**src/rtl/meas_scheduler.sv**
```systemverilog
// meas_scheduler: sequences clear, gate, capture and framed UART transmit of one ring-oscillator measurement
// Define MEAS_CHECKSUM_EN to append a fourth byte HEADER ^ cnt ^ dc to every frame.
module meas_scheduler #(
    parameter int unsigned GATE_CYCLES = 1000,
    parameter logic [7:0]  HEADER      = 8'hA5
) (
    input  logic       clk,
    input  logic       rst,
    input  logic       start,
    input  logic       continuous,
    input  logic [7:0] cnt_in,
    input  logic [7:0] dc_in,
    output logic       meas_clear,
    output logic       meas_enable,
    output logic [7:0] tx_data,
    output logic       tx_valid,
    input  logic       tx_ready,
    output logic       busy,
    output logic       done,
    output logic [7:0] frame_seq
);
`ifdef MEAS_CHECKSUM_EN
    typedef enum logic [2:0] {IDLE, CLEAR, GATE, CAPTURE, S_HDR, S_CNT, S_DC, S_CHK} state_t;
    localparam state_t S_LAST = S_CHK;
`else
    typedef enum logic [2:0] {IDLE, CLEAR, GATE, CAPTURE, S_HDR, S_CNT, S_DC} state_t;
    localparam state_t S_LAST = S_DC;
`endif
    localparam logic [19:0] GATE_LOAD = 20'(GATE_CYCLES);
    state_t      state, state_nx;
    logic [19:0] gate_cnt;
    logic [7:0]  cnt_q, dc_q;
    logic        last_xfer;
    assign last_xfer = (state == S_LAST) && tx_ready;
    always_ff @(posedge clk) begin
        if (!rst)
            state <= IDLE;
        else
            state <= state_nx;
    end
    always_comb begin
        state_nx = state;
        case (state)
            IDLE:    state_nx = (start || continuous) ? CLEAR : IDLE;
            CLEAR:   state_nx = GATE;
            GATE:    state_nx = (gate_cnt == 20'd1) ? CAPTURE : GATE;
            CAPTURE: state_nx = S_HDR;
            S_HDR:   state_nx = tx_ready ? S_CNT : S_HDR;
            S_CNT:   state_nx = tx_ready ? S_DC : S_CNT;
`ifdef MEAS_CHECKSUM_EN
            S_DC:    state_nx = tx_ready ? S_CHK : S_DC;
            S_CHK:   state_nx = tx_ready ? (continuous ? CLEAR : IDLE) : S_CHK;
`else
            S_DC:    state_nx = tx_ready ? (continuous ? CLEAR : IDLE) : S_DC;
`endif
            default: state_nx = IDLE;
        endcase
    end
    always_comb begin
        meas_clear  = state == CLEAR;
        meas_enable = state == GATE;
        busy        = state != IDLE;
`ifdef MEAS_CHECKSUM_EN
        tx_valid = state inside {S_HDR, S_CNT, S_DC, S_CHK};
        tx_data  = state == S_HDR ? HEADER :
                   state == S_CNT ? cnt_q :
                   state == S_DC  ? dc_q :
                   state == S_CHK ? (HEADER ^ cnt_q ^ dc_q) : 8'h00;
`else
        tx_valid = state inside {S_HDR, S_CNT, S_DC};
        tx_data  = state == S_HDR ? HEADER :
                   state == S_CNT ? cnt_q :
                   state == S_DC  ? dc_q : 8'h00;
`endif
    end
    // Results are frozen at CAPTURE so datapath changes during transmit cannot leak into the frame
    always_ff @(posedge clk) begin
        if (!rst) begin
            gate_cnt  <= 20'd0;
            cnt_q     <= 8'h00;
            dc_q      <= 8'h00;
            done      <= 1'b0;
            frame_seq <= 8'h00;
        end else begin
            gate_cnt  <= state == CLEAR ? GATE_LOAD : state == GATE ? gate_cnt - 20'd1 : gate_cnt;
            cnt_q     <= state == CAPTURE ? cnt_in : cnt_q;
            dc_q      <= state == CAPTURE ? dc_in : dc_q;
            done      <= last_xfer;
            frame_seq <= frame_seq + {7'd0, last_xfer};
        end
    end
endmodule
```
**config.mk**
```make
export PLATFORM = sky130hd
export DESIGN_NAME = meas_scheduler
export DESIGN_NICKNAME = d
export VERILOG_FILES = /design/src/rtl/meas_scheduler.sv
export SDC_FILE = /design/constraint.sdc
export NUM_CORES = 1
export LEC_CHECK = 0
export CAP_MARGIN = 25
export CORE_MARGIN = 5
export CORE_UTILIZATION = 52
export CTS_CLUSTER_SIZE = 12
export DETAILED_ROUTE_END_ITERATION = 10
export PLACE_DENSITY_LB_ADDON = 0.05
export SLEW_MARGIN = 20
export SYNTH_ARGS = -nofsm -noshare
export SYNTH_HDL_FRONTEND = slang
export SYNTH_SLANG_ARGS = --single-unit
```
**constraint.sdc**
```tcl
create_clock -name clk -period 2.1 [get_ports clk]
set_input_delay 0.315 -clock clk [delete_from_list [all_inputs] [get_ports clk]]
set_output_delay 0.315 -clock clk [all_outputs]
set_load 0.01 [all_outputs]
```
==> impl_metrics.json <==
{
  "netlist.area_leader.share_pct": 41.8,
  "critPathCaptureType": "output port",
  "worst-path-buf-inv": 2,
  "first_global_vias": 1758,
  "grt_max_degree": 29,
  "instances_no_fill": 367,
  "crit_cells": 4,
  "wire_per_inst_um": 12.8,
  "start_util_pct": 53.1,
  "total_power_mw": 2.12,
  "cts_tree": "yes",
  "cts_made_buffers": 5,
  "arrival_ps": 1680,
  "antenna_cells": 0,
  "yosys_warnings": 0,
  "status": "finished clean",
  "vias_per_cell": 5.23,
  "synth_commonest_cells": "dfxtp_1, nand2_1, nor2_1",
  "fmax_ghz": 0.501,
  "portBuffers": 41,
  "power_frac_comb_pct": 24.7,
  "intPower_mw": 1.51,
  "cap_violations": 0,
  "drc": 0,
  "critPathLaunchType": "flip-flop",
  "dr.pass1.iters": 4,
  "leakage_nw": 1.08,
  "grt_pass1_wl_mm": 8.02,
  "hold_viol": 0,
  "drv_slew": 0,
  "r2r_start": "gate_cnt[3]$_SDFFE_PN0P_",
  "io_pins": 42,
  "clock-skew-final_ps": 6.29,
  "worstMarginPinSlew_ps": 618,
  "place_inst": 359,
  "clock-sinks": 48,
  "cts_buffer_depth": 2,
  "root_buffer": "clkbuf_8",
  "r2r_setup_slack_ps": 250,
  "cp_max_fo": 7,
  "peakVddDrop_uv": 441,
  "area_delta_synth_final_pct": 27.7,
  "synth_most_common_cell": "dfxtp_1",
  "die_h_um": 76.5,
  "nNetsFinal": 339,
  "synth_top_cell_by_area": "dfxtp_1",
  "synth_edf_count": 0,
  "antenna_found_initial": 0,
  "syn_area_per_cell_um2": 8.67,
  "via_count": 1920,
  "rr_endpoint": "gate_cnt[19]$_SDFFE_PP0P_",
  "post-dp-hpwl_mm": 3.53,
  "switchingPower_mw": 0.610,
  "worst-setup-path-type": "reg2out",
  "place.gp.congestion": 0.760,
  "timing.final.crit_share_pct": 95.0,
  "grt_usage_pct": 16.5,
  "core_area_um2": 4320,
  "slew_headroom_pct": 58.7,
  "die-area_um2": 5850,
  "p_clk_share_pct": 26.1,
  "antenna_left": 0,
  "hp-start": "cnt_q[2]$_SDFFE_PN0N_",
  "setup_viol": 0,
  "path_cells": "buf_4, nor2b_1, nor2b_4, clkdlybuf4s50_1",
  "grt_setup_unrepaired": "false",
  "wirelength_mm": 4.68,
  "min_path_cells": 2,
  "finalCriticalPeriod_ps": 2000,
  "synth_nets": 290,
  "rows": 24,
  "power_density_nw_per_um2": 723,
  "grt_overflow": 0,
  "cpPeakStageDelay_ps": 550,
  "synth.area.top_cells": "dfxtp_1, nand2_1, xnor2_1",
  "clk_pin_slew_ps": 80,
  "hold_end": "cnt_q[2]$_SDFFE_PN0N_",
  "clk_latency_ps": 290,
  "n_fill_cell": 387,
  "drive_above_1_share_pct": 9.21,
  "synth.distinct_cells": 42,
  "finalSetupTns_ps": 0,
  "async_reset_ff_share_pct": 0,
  "p_sw_share_pct": 28.8,
  "r2r_cells": 4,
  "ys.flop_type": "dfxtp_1",
  "slowest_stage": "clkdlybuf4s50_1",
  "crit_required_ps": 1780,
  "crit_family": "buffers and inverters",
  "die_w_um": 76.5,
  "post_cts_buffers": 0,
  "power_frac_seq_pct": 49.3,
  "h-tree-depth": 2,
  "hold_path_class": "reg2reg",
  "syn_area_um2": 2300,
  "ys_seq_area_share_pct": 41.8,
  "drt_iter0_drc": 73,
  "syn_inst": 265,
  "synth_seq_cells": 48
}
==> stage by stage <==
step	hold slack, ps	area, µm²	setup slack (ps)	utilization, %
3_5_place_dp	447	2830	175	65.4
6_report	457	2930	104	67.9
4_1_cts	459	2920	31.2	67.5
5_1_grt	482	2930	5.95	67.9
3_3_place_gp	444	2820	209	65.2
2_1_floorplan	430	2300	252	-
==> worst reg2reg max path: cells and delay by family, from the launching register on <==
kind / cells / cell delay, ps
and+or+nand+nor: 3 / 1260
DFF: 1 / 380
AOI/OAI and AO/OA: 1 / 150
==> power groups by stage <==
| stage | clock, mW | sequential [mW] | combinational (mW) |
|---|---|---|---|
| floorplan | 0 | 1.05 | 0.353 |
| global placement | 0 | 1.06 | 0.508 |
| detailed placement | 0 | 1.07 | 0.515 |
| CTS | 0.579 | 1.04 | 0.520 |
| global route | 0.620 | 1.05 | 0.586 |
| finish | 0.553 | 1.04 | 0.523 |
==> cells in the final DEF, fill, tap and decap left out, drive strengths merged, types with 12 or more instances in the layout <==
cell           count
dfxtp             48
nand2             39
clkdlybuf4s50     36
a21boi            17
nor2              15
buf               14
nor2b             13
a21oi             12
xnor2             12
==> how the worst max path moves through the flow <==
stage	from	slack (ps)	to
after detailed placement	tx_ready	170	frame_seq[6]$_SDFF_PN0_
final	state[1]$_SDFF_PN0_	100	meas_clear
after floorplan	state[0]$_SDFF_PN0_	250	frame_seq[4]$_SDFF_PN0_
after CTS	state[1]$_SDFF_PN0_	30	meas_enable
after global routing	state[1]$_SDFF_PN0_	6	meas_clear
after global placement	tx_ready	210	frame_seq[6]$_SDFF_PN0_
==> logic make-up (layout without fill, tap and decap cells) <==
| kind of cell | after synthesis | in the layout | synth area share (%) |
|---|---|---|---|
| simple gates | 120 | 120 | 29.5 |
| xor+xnor | 16 | 16 | 6.10 |
| compound gates | 57 | 57 | 17.0 |
| flops | 48 | 48 | 41.8 |
| buf+inv | 20 | 70 | 3.43 |
| fa+ha+maj | 4 | 4 | 2.18 |
==> layout make-up <==
| type | count | area, µm² | area share [%] |
|---|---|---|---|
| multi-input cells | 197 | 1270 | 43.4 |
| flip-flops and latches | 48 | 962 | 32.8 |
| repair buffers | 55 | 517 | 17.6 |
| clock buffers | 8 | 90.1 | 3.07 |
| well taps | 52 | 65.1 | 2.22 |
| inverters | 7 | 26.3 | 0.896 |
==> state kept, by name (all words and copies together), names as in the netlist <==
signal	flops
done	1
gate_cnt	20
cnt_q	8
dc_q	8
frame_seq	8
state	3
==> metal layers <==
metal	part of all wire (%)	up-vias	wire, µm	global-route usage [%]
met3	4.1	6	192	3.78
met5	0	-	0	0
met1	50	871	2340	21.5
met2	44	33	2080	26.2
li1	-	1010	-	-
met4	1.5	0	68	6.47
==> timing repair <==
action | 4_1_cts | 5_1_grt
gates resized for setup | 7 | 3
endpoints found under the setup margin | 5 | 2
endpoints found under the hold margin | 0 | 0
hold buffers | 0 | 0
Note: power is estimated with default switching activity, not from simulation.
